### config.mk
export PLATFORM = sky130hd
export DESIGN_NAME = fetch_stage_flat
export DESIGN_NICKNAME = d
export VERILOG_FILES = /design/src/rtl/fetch_stage_pkg.sv /design/src/rtl/fetch_stage_if.sv /design/src/rtl/fetch_stage.sv /design/src/flat_wrapper.sv
export SDC_FILE = /design/constraint.sdc
export NUM_CORES = 1
export LEC_CHECK = 0
export BUFFER_PORTS_ARGS = -buffer_cell sky130_fd_sc_hd__buf_2
export CORE_ASPECT_RATIO = 1.25
export CORE_MARGIN = 10
export CORE_UTILIZATION = 45
export CTS_BUF_LIST = sky130_fd_sc_hd__clkbuf_2
export DETAILED_ROUTE_END_ITERATION = 16
export HOLD_SLACK_MARGIN = 0.03
export PLACE_DENSITY = 0.7
export SYNTH_ARGS = -nofsm -noshare
export SYNTH_HDL_FRONTEND = slang
export SYNTH_SLANG_ARGS = --single-unit
### constraint.sdc
create_clock -name clk -period 5.6 [get_ports clk]
set_clock_uncertainty 0.05 [all_clocks]
set_input_delay 0.56 -clock clk [delete_from_list [all_inputs] [get_ports clk]]
set_output_delay 0.56 -clock clk [all_outputs]
set_load 0.02 [all_outputs]
### src/rtl/fetch_stage_pkg.sv
// Shared types for the instruction-fetch stage: bus request/response structs,
// fetch FSM states and the fetch-to-decode pipeline-register entry.
package fetch_stage_pkg;

    typedef logic [31:0] addr_t;
    typedef logic [31:0] word_t;

    typedef struct packed {
        logic  valid;
        addr_t addr;
    } ibus_req_t;

    typedef struct packed {
        logic  addr_ok;
        logic  data_ok;
        word_t data;
    } ibus_resp_t;

    typedef enum logic [1:0] {
        IDLE,
        REQ,
        WAIT
    } fetch_state_t;

    localparam addr_t RESET_PC = 32'hbfc0_0000;

    typedef struct packed {
        logic  valid;
        addr_t pc;
        word_t instr;
    } plr_f;

endpackage

### src/rtl/fetch_stage_if.sv
// Instruction bus between the fetch stage (master) and the memory side (slave).
interface fetch_stage_if
    import fetch_stage_pkg::*;
();
    ibus_req_t  ireq;
    ibus_resp_t iresp;

    modport master (output ireq, input  iresp);
    modport slave  (input  ireq, output iresp);
endinterface

### src/rtl/fetch_stage.sv
// Instruction-fetch stage: owns the fetch PC, runs one split-transaction bus
// request at a time and holds the returned word for decode.
module fetch_stage
    import fetch_stage_pkg::*;
#(
    parameter addr_t RESET_PC = fetch_stage_pkg::RESET_PC
) (
    input  logic                 clk,
    input  logic                 reset,
    fetch_stage_if.master        ibus,
    input  logic                 redirect_valid,
    input  addr_t                redirect_pc,
    input  logic                 d_ready,
    output logic                 f_valid,
    output addr_t                f_pc,
    output word_t                f_instr
);

    fetch_state_t r_state;
    addr_t        r_pc;
    addr_t        r_req_pc;
    logic         r_discard;
    plr_f         r_out;

    logic  w_can_issue;
    logic  w_issue;
    addr_t w_issue_addr;
    logic  w_data_ok;
    logic  w_capture;

    assign w_can_issue  = !r_out.valid || d_ready || redirect_valid;
    assign w_issue      = (r_state == IDLE) && w_can_issue && !reset;
    assign w_issue_addr = redirect_valid ? redirect_pc : r_pc;
    assign w_data_ok    = (r_state == WAIT) && ibus.iresp.data_ok;
    // A redirect in the return cycle kills the word even when it is not stale.
    assign w_capture    = w_data_ok && !r_discard && !redirect_valid;

    always_comb begin
        ibus.ireq = '0;
        case (r_state)
            IDLE: begin
                ibus.ireq.valid = w_issue;
                ibus.ireq.addr  = w_issue_addr;
            end
            REQ: begin
                ibus.ireq.valid = !reset;
                ibus.ireq.addr  = r_req_pc;
            end
            default: begin
                ibus.ireq.valid = 1'b0;
                ibus.ireq.addr  = r_req_pc;
            end
        endcase
    end

    always_ff @(posedge clk) begin
        if (reset) begin
            r_state   <= IDLE;
            r_pc      <= RESET_PC;
            r_req_pc  <= RESET_PC;
            r_discard <= 1'b0;
            r_out     <= '0;
        end else begin
            case (r_state)
                IDLE: begin
                    if (w_issue) begin
                        r_req_pc <= w_issue_addr;
                        r_state  <= ibus.iresp.addr_ok ? WAIT : REQ;
                    end
                end
                REQ: begin
                    // The request address stays frozen; a redirect only marks it stale.
                    if (ibus.iresp.addr_ok) begin
                        r_state <= WAIT;
                    end
                    if (redirect_valid) begin
                        r_discard <= 1'b1;
                    end
                end
                WAIT: begin
                    if (ibus.iresp.data_ok) begin
                        r_state   <= IDLE;
                        r_discard <= 1'b0;
                        if (w_capture) begin
                            r_pc <= r_req_pc + 32'd4;
                        end
                    end else if (redirect_valid) begin
                        r_discard <= 1'b1;
                    end
                end
                default: r_state <= IDLE;
            endcase

            if (redirect_valid) begin
                r_pc <= redirect_pc;
            end

            if (redirect_valid) begin
                r_out.valid <= 1'b0;
            end else if (w_capture) begin
                r_out.valid <= 1'b1;
                r_out.pc    <= r_req_pc;
                r_out.instr <= ibus.iresp.data;
            end else if (d_ready) begin
                r_out.valid <= 1'b0;
            end
        end
    end

    assign f_valid = r_out.valid;
    assign f_pc    = r_out.pc;
    assign f_instr = r_out.instr;

endmodule

### src/flat_wrapper.sv
// flat-port wrapper written by rule: the top's interface ports become plain ports
module fetch_stage_flat import fetch_stage_pkg::*;
#(
    parameter addr_t RESET_PC = fetch_stage_pkg::RESET_PC
)
  (clk, reset, redirect_valid, redirect_pc, d_ready, f_valid, f_pc, f_instr, ibus_ireq, ibus_iresp);
  fetch_stage_if ibus_i ();
  input  logic clk;
  input  logic reset;
  input  logic redirect_valid;
  input  addr_t redirect_pc;
  input  logic d_ready;
  output logic f_valid;
  output addr_t f_pc;
  output word_t f_instr;
  output wire logic [$bits(ibus_i.ireq)-1:0] ibus_ireq;
  input wire logic [$bits(ibus_i.iresp)-1:0] ibus_iresp;
  assign ibus_ireq = ibus_i.ireq;
  assign ibus_i.iresp = ibus_iresp;
  fetch_stage #(.RESET_PC(RESET_PC)) u_core (.clk(clk), .reset(reset), .ibus(ibus_i), .redirect_valid(redirect_valid), .redirect_pc(redirect_pc), .d_ready(d_ready), .f_valid(f_valid), .f_pc(f_pc), .f_instr(f_instr));
endmodule
==> results of run 1 <==
==> critical path, delay by kind of cell (launching register included) <==
kind | cells | cell delay (ns)
AO/OA/AOI/OAI | 1 | 0.22
AND/OR/NAND/NOR | 1 | 0.65
adder cells (fa/ha/maj) | 1 | 0.22
buffers and inverters | 3 | 0.66
flip-flops | 1 | 0.36
==> stage by stage <==
step	worst slack [ns]	hold slack, ns	std cells	area [um2]	utilization (%)
2_1_floorplan	3.12	0.406	753	6170	-
3_3_place_gp	2.50	0.389	1031	7030	52.7
3_5_place_dp	2.51	0.394	1031	7030	52.7
4_1_cts	2.06	0.0305	1119	7840	58.7
5_1_grt	1.92	0.0403	1121	7840	58.7
6_report	2.15	0.0834	1122	7850	58.8
==> cells by family after synthesis <==
logic type,after synthesis,synth area share [%]
and+or+nand+nor,272,19.6
AOI/OAI and AO/OA,188,19.7
DFF,132,42.9
buffers and inverters,87,5.60
muxes,47,8.08
xor gates and xnor gates,23,3.27
adders and majority gates,4,0.812
==> layout by cell type, fill, tap and decap left out, types with 3 or more instances in the layout <==
cell type        n
o21ai_1          8
o22ai_1          5
nand3_1         14
a211o_1         11
clkinv_1         5
nor3_1           6
diode_2          3
nor4_1           6
a22o_1          32
or2_2            3
xnor2_1          6
or3_1            3
nor2_1          47
buf_4           11
mux2_2          22
dfxtp_1        132
dlygate4sd3_1   58
a21oi_1         84
o32ai_1          3
inv_1           17
nand2_1        158
nor2b_1         11
o21ai_0         19
xor2_1          17
ha_1             4
buf_2          166
a221oi_1         8
clkbuf_2        17
mux2i_1         25
nand4_1          8
a21o_1           3
bufinv_16        3
a222oi_1         7
==> what timing repair did <==
item / in CTS / in global routing
endpoints found under the hold margin: 58 / 0
hold buffers: 58 / 0
gates resized for setup: 0 / 0
==> final cells by class <==
type / count / area (um2) / area share (%)
multi-input combinational: 534 / 3200 / 40.7
clock buffer: 17 / 85.1 / 1.08
sequential: 132 / 2640 / 33.7
tap: 171 / 214 / 2.73
timing repair buffer: 235 / 1490 / 19.0
clock inverter: 13 / 143 / 1.82
inverter: 17 / 63.8 / 0.813
antenna: 3 / 7.51 / 0.0957
==> how the worst min path moves through the flow <==
| stage | from | to | depth (start not counted) |
|---|---|---|---|
| 6_report | redirect_pc[6] | u_core.r_pc[6]$_SDFFE_PP0P_ | 3 |
| 4_1_cts | redirect_pc[6] | u_core.r_pc[6]$_SDFFE_PP0P_ | 3 |
| 3_5_place_dp | u_core.f_instr[3]$_SDFFE_PP0P_ | u_core.f_instr[3]$_SDFFE_PP0P_ | 2 |
| 3_3_place_gp | u_core.f_instr[20]$_SDFFE_PP0P_ | u_core.f_instr[20]$_SDFFE_PP0P_ | 2 |
| 5_1_grt | redirect_pc[6] | u_core.r_pc[6]$_SDFFE_PP0P_ | 3 |
| 2_1_floorplan | u_core.r_pc[23]$_SDFFE_PP1P_ | u_core.r_pc[23]$_SDFFE_PP1P_ | 2 |
==> layer usage <==
metal	up-vias	track usage [%]
li1	2979	-
met1	2812	22.9
met2	195	33.6
met3	32	5.38
met4	0	8.40
met5	-	0
==> registers in the layout (all words and copies together), names as in the netlist <==
signal	count
u_core.f_instr	32
u_core.r_state	2
u_core.f_pc	32
u_core.r_pc	32
u_core.r_req_pc	32
u_core.r_discard	1
u_core.f_valid	1
==> report_power, final <==
group / internal [mW] / switching, mW / leakage [nW]
logic: 0.231 / 0.328 / 2.20
registers: 0.995 / 0.0645 / 1.08
clock network: 0.235 / 0.348 / 0.133
total: 1.46 / 0.741 / 3.41
==> results.py, run 1 <==
metrics = {
    "cts": {
        "clock_sinks": 132,
        "h-tree-depth": 4,
        "cts_tree": "built",
        "cts_buffers": 17,
        "cts_buffer_depth": 2,
        "cts-root-buf": "clkbuf_2",
        "cts_setup_buffers": 0,
        "clkTransAtPathRegs_ns": 0.18,
        "worstSkewPairLatency_ns": 0.74,
    },
    "final_layout": {
        "nFillCells": 1252,
        "finalNetCount": 1011,
        "area_growth_pct": 27.2,
        "layout-drive-gt1-share_pct": 24.9,
    },
    "floorplan": {
        "placementRows": 47,
        "initial_core_util_pct": 46.2,
        "core_area_mm2": 0.0133,
        "io_pins": 168,
        "fp.dieW_um": 125,
        "die_h_um": 151,
        "die_area_mm2": 0.0188,
    },
    "critical_path": {
        "cp.arrival_ns": 2.84,
        "path_class": "flop to primary output",
        "end_kind": "primary output",
        "crit_path_end": "ibus_ireq[19]",
        "critPathMaxFanout": 17,
        "crit_start": "u_core.r_state[1]$_SDFFE_PP0P_",
        "r2r-start": "u_core.r_state[0]$_SDFFE_PP0P_",
        "cp.required_ns": 4.99,
        "cp-start-kind": "flop",
        "rrSetupSlack_ns": 2.83,
        "path_cells": "inv_1, ha_1, nand2b_1, buf_4, a22o_1, buf_2",
        "worstRegToRegCells": 7,
        "critPathSlowestCell": "nand2b_1",
        "r2r_end": "u_core.r_pc[25]$_SDFFE_PP1P_",
        "cp_slowest_stage_delay_ns": 0.65,
    },
    "sta": {
        "worst_pin_slew_ns": 0.920,
        "fin_crit_sh_pct": 61.7,
        "setup_viol": 0,
        "max_slew_margin_pct": 38.7,
        "min_period_ns": 3.45,
        "setup_tns_ns": 0,
        "fmax_mhz": 290,
        "slew_violations": 0,
        "rsz0062_at_grt": "false",
        "hold_viol": 0,
    },
    "logic_synthesis": {
        "synth_nets": 827,
        "synth_most_common_cell": "nand2_1",
        "avgSynthCellArea_um2": 8.19,
        "synth_cells": 753,
        "synth_edf_count": 0,
        "ys.flop_type": "dfxtp_1",
        "ys_seq_elements": 132,
        "yosys-top-cells-area": "dfxtp_1 (43%), nand2_1 (9.6%), a21oi_1 (6.8%)",
        "yosys.area.top_type_share_pct": 42.9,
        "yosys.area.top_type": "dfxtp_1",
        "ys.warnings.count": 0,
        "async_flop_share_pct": 0,
        "ys_seq_area_share_pct": 42.9,
        "ys_types": 46,
        "syn_area_mm2": 0.00617,
        "synth_commonest_cells": "nand2_1 (158), dfxtp_1 (132), a21oi_1 (84), nor2_1 (48), clkbuf_1 (45)",
    },
    "detailed_routing": {
        "wirelength_um": 19100,
        "vias_per_cell": 5.36,
        "drc_errors": 0,
        "route.met2.wl_um": 9420,
        "wl_per_cell_um": 17.0,
        "vias": 6018,
        "dr.pass1.iters": 5,
        "met3_length_um": 1130,
        "dr.max_layer_used": "met4",
        "ant_nets": 0,
        "drt_iter0_drc": 366,
        "routedLengthMet1_um": 8100,
    },
    "power": {
        "ir_drop_mv": 0.169,
        "p_leak_nw": 3.41,
        "powerDensity_mw_per_mm2": 281,
        "p_total_mw": 2.20,
    },
    "global_routing": {
        "grt_overflow": 0,
        "grt_start_max_net_pins": 63,
        "grt_use_total_pct": 19.7,
        "antenna_found_initial": 2,
        "grt_pass1_wl_um": 30600,
        "grt_pass1_vias": 5885,
    },
    "flow_run": {
        "maxCapViolCount": 0,
    },
    "placement": {
        "place_congestion": 0.807,
        "io_buffers": 167,
        "hpwl_um": 12500,
    },
    "outcome": {
        "status": "completed",
    },
    "worst_hold_path": {
        "min_path_type": "input pin to flop",
    },
}
Note: power is estimated with default switching activity, not from simulation.
==> run 2, diff against run 1 <==
--- a/config.mk
+++ b/config.mk
@@ -5,6 +5,7 @@
 export SDC_FILE = /design/constraint.sdc
 export NUM_CORES = 1
 export LEC_CHECK = 0
+export ABC_AREA = 1
 export BUFFER_PORTS_ARGS = -buffer_cell sky130_fd_sc_hd__buf_2
 export CORE_ASPECT_RATIO = 1.25
 export CORE_MARGIN = 10
==> constraint.sdc (replaced) <==
create_clock -name clk -period 3.3 [get_ports clk]
set_clock_uncertainty 0.05 [all_clocks]
set_input_delay 0.33 -clock clk [delete_from_list [all_inputs] [get_ports clk]]
set_output_delay 0.33 -clock clk [all_outputs]
set_load 0.02 [all_outputs]
==> results.py, run 2 <==
metrics = {
    "power": {
        "ir_drop_mv": 0.558,
        "comb_power_share_pct": 37.1,
        "netSwitchingFraction_pct": 42.1,
        "p_leak_nw": 3.78,
        "intPower_mw": 2.68,
        "pwr-share-seq_pct": 42.7,
        "powerDensity_mw_per_mm2": 576,
        "p_total_mw": 4.63,
        "clock_power_share_pct": 20.1,
        "p_switching_mw": 1.95,
    },
    "logic_synthesis": {
        "async_flop_share_pct": 0,
        "synth_nets": 966,
        "yosys.area.top_type": "dfxtp_1",
        "synth_cells": 892,
        "yosys-top-cells-area": "dfxtp_1 (43%), nand2_1 (12%), o21ai_0 (8.4%)",
        "ys_seq_elements": 132,
        "ys_types": 35,
        "avgSynthCellArea_um2": 6.96,
        "synthMuxAreaShare_pct": 0,
        "ys.flop_type": "dfxtp_1",
        "ys_seq_area_share_pct": 42.6,
        "synth_commonest_cells": "nand2_1 (193), dfxtp_1 (132), nor2_1 (128), o21ai_0 (104), a21oi_1 (76)",
        "syn_area_mm2": 0.00621,
        "synth_top_family_by_area": "simple AND/OR/NAND/NOR gates",
        "synth_most_common_cell": "nand2_1",
        "yosys.area.top_type_share_pct": 42.6,
        "synth-adder-area-share_pct": 0.806,
        "synth_edf_count": 0,
        "synth-simple-area-share_pct": 27.2,
        "synth-compound-area-share_pct": 20.5,
        "ys.warnings.count": 0,
        "synthXorXnorAreaFrac_pct": 0.282,
    },
    "detailed_routing": {
        "met3_length_um": 1700,
        "dr.max_layer_used": "met4",
        "vias": 6799,
        "vias_per_cell": 5.25,
        "drt_iter0_drc": 566,
        "routedLengthMet1_um": 9170,
        "ant_nets": 0,
        "dr.pass1.iters": 5,
        "wirelength_um": 20800,
        "wl_per_cell_um": 16.0,
        "route.met2.wl_um": 9350,
        "drc_errors": 0,
    },
    "placement": {
        "place_congestion": 0.885,
        "placedCellCount": 1189,
        "hpwl_um": 14100,
        "io_buffers": 167,
        "dpl-instance-area_mm2": 0.00710,
        "pre_cts_slack_ns": 0.754,
    },
    "floorplan": {
        "fp.dieW_um": 125,
        "initial_core_util_pct": 46.3,
        "io_pins": 168,
        "core_area_mm2": 0.0134,
        "die_h_um": 151,
        "placementRows": 47,
        "die_area_mm2": 0.0189,
    },
    "sta": {
        "hold_viol": 0,
        "worst_slack_ns": 0.261,
        "hold_ws_ns": 0.111,
        "worst_pin_slew_ns": 1.08,
        "setup_tns_ns": 0,
        "setup_viol": 0,
        "fmax_mhz": 329,
        "slew_violations": 0,
        "min_period_ns": 3.04,
        "rsz0062_at_grt": "false",
        "fin_crit_sh_pct": 92.1,
        "max_slew_margin_pct": 27.8,
    },
    "worst_hold_path": {
        "hp-start": "redirect_valid",
        "min_path_type": "input pin to flop",
    },
    "cts": {
        "clock_sinks": 132,
        "clkTransAtPathRegs_ns": 0.18,
        "cts_resized": 0,
        "worstSkewPairLatency_ns": 0.71,
        "cts_buffers": 17,
        "holdBufCountCts": 72,
        "cts_tree": "built",
        "cts_setup_buffers": 0,
        "h-tree-depth": 4,
        "cts_buffer_depth": 2,
        "cts-root-buf": "clkbuf_2",
    },
    "critical_path": {
        "cp.arrival_ns": 2.66,
        "cp.required_ns": 2.92,
        "end_kind": "primary output",
        "critPathMaxFanout": 14,
        "path_class": "flop to primary output",
        "r2r-start": "u_core.r_state[0]$_SDFFE_PP0P_",
        "cp-start-kind": "flop",
        "crit_start": "u_core.r_state[0]$_SDFFE_PP0P_",
    },
    "global_routing": {
        "grt_start_max_net_pins": 66,
        "grt_pass1_wl_um": 33400,
        "grt_pass1_vias": 6581,
        "grt_overflow": 0,
        "antenna_found_initial": 1,
        "grt_use_total_pct": 21.4,
    },
    "flow_run": {
        "maxCapViolCount": 0,
    },
    "outcome": {
        "status": "completed",
    },
    "final_layout": {
        "finalNetCount": 1183,
        "layout.cells.non_filler": 1294,
        "final_cell_mix": "nand2_1 (193), buf_2 (167), dfxtp_1 (132)",
        "layout_commonest_cell": "nand2_1",
        "final_cell_area_mm2": 0.00804,
        "area_growth_pct": 29.4,
        "post-route-util_pct": 59.9,
        "nFillCells": 1313,
        "layout-drive-gt1-share_pct": 20.6,
    },
}
## run 2: cell types whose count changed in the layout (fill, tap and decap cells not counted), moves of 24 or more
cell	delta
a22o_1	-32
mux2i_1	-25
nand2_1	+35
nand3_1	+24
o21ai_0	+85
inv_1	+46
nor2_1	+80
## run 2: critical path, stage by stage (launching register included)
cell and delay, ns:
dfxtp_1 0.37, inv_1 0.09, ha_1 0.44, inv_1 0.12
nor2_2 0.35, buf_4 0.30, o21ai_0 0.11, buf_2 0.17
## run 2: kinds of logic after synthesis
kind of cell    after synthesis
fa+ha+maj                     4
xor+xnor                      2
flops                       132
simple gates                399
buf+inv                     122
compound gates              233
## run 2: power groups by stage
stage	clock (mW)	combinational [mW]	sequential (mW)
after detailed placement	0	1.64	2.00
after global routing	1.02	1.89	2.00
after floorplan	0	1.05	2.02
after CTS	0.953	1.72	1.97
final	0.931	1.72	1.98
after global placement	0	1.63	2.00
## run 2: path summary, 6_finish.rpt
path	to	slack, ns	cells past startpoint
worst max-delay path	ibus_ireq[7]	0.26	7
worst min-delay path	u_core.r_discard$_SDFFE_PP0P_	0.11	3
worst max register to register	u_core.r_pc[0]$_SDFFE_PP0P_	0.75	9
worst min register to register	u_core.f_pc[0]$_SDFFE_PP0P_	0.43	2
## run 2: cell type report
class,count,area [um2],share of cell area (%)
Multi-Input combinational cell,638,3030,37.7
Sequential cell,132,2640,32.9
Timing Repair Buffer,252,1680,20.9
Inverter,68,255,3.18
Tap cell,171,214,2.66
Clock inverter,13,116,1.45
Clock buffer,19,95.1,1.18
Antenna cell,1,2.50,0.0311
## run 2: per-layer routing
layer  global-route usage (%)  vias up
met1                     26.8     3067
met3                     4.93       46
met2                     34.9      302
li1                         -     3384
met5                        0        -
met4                     8.82        0
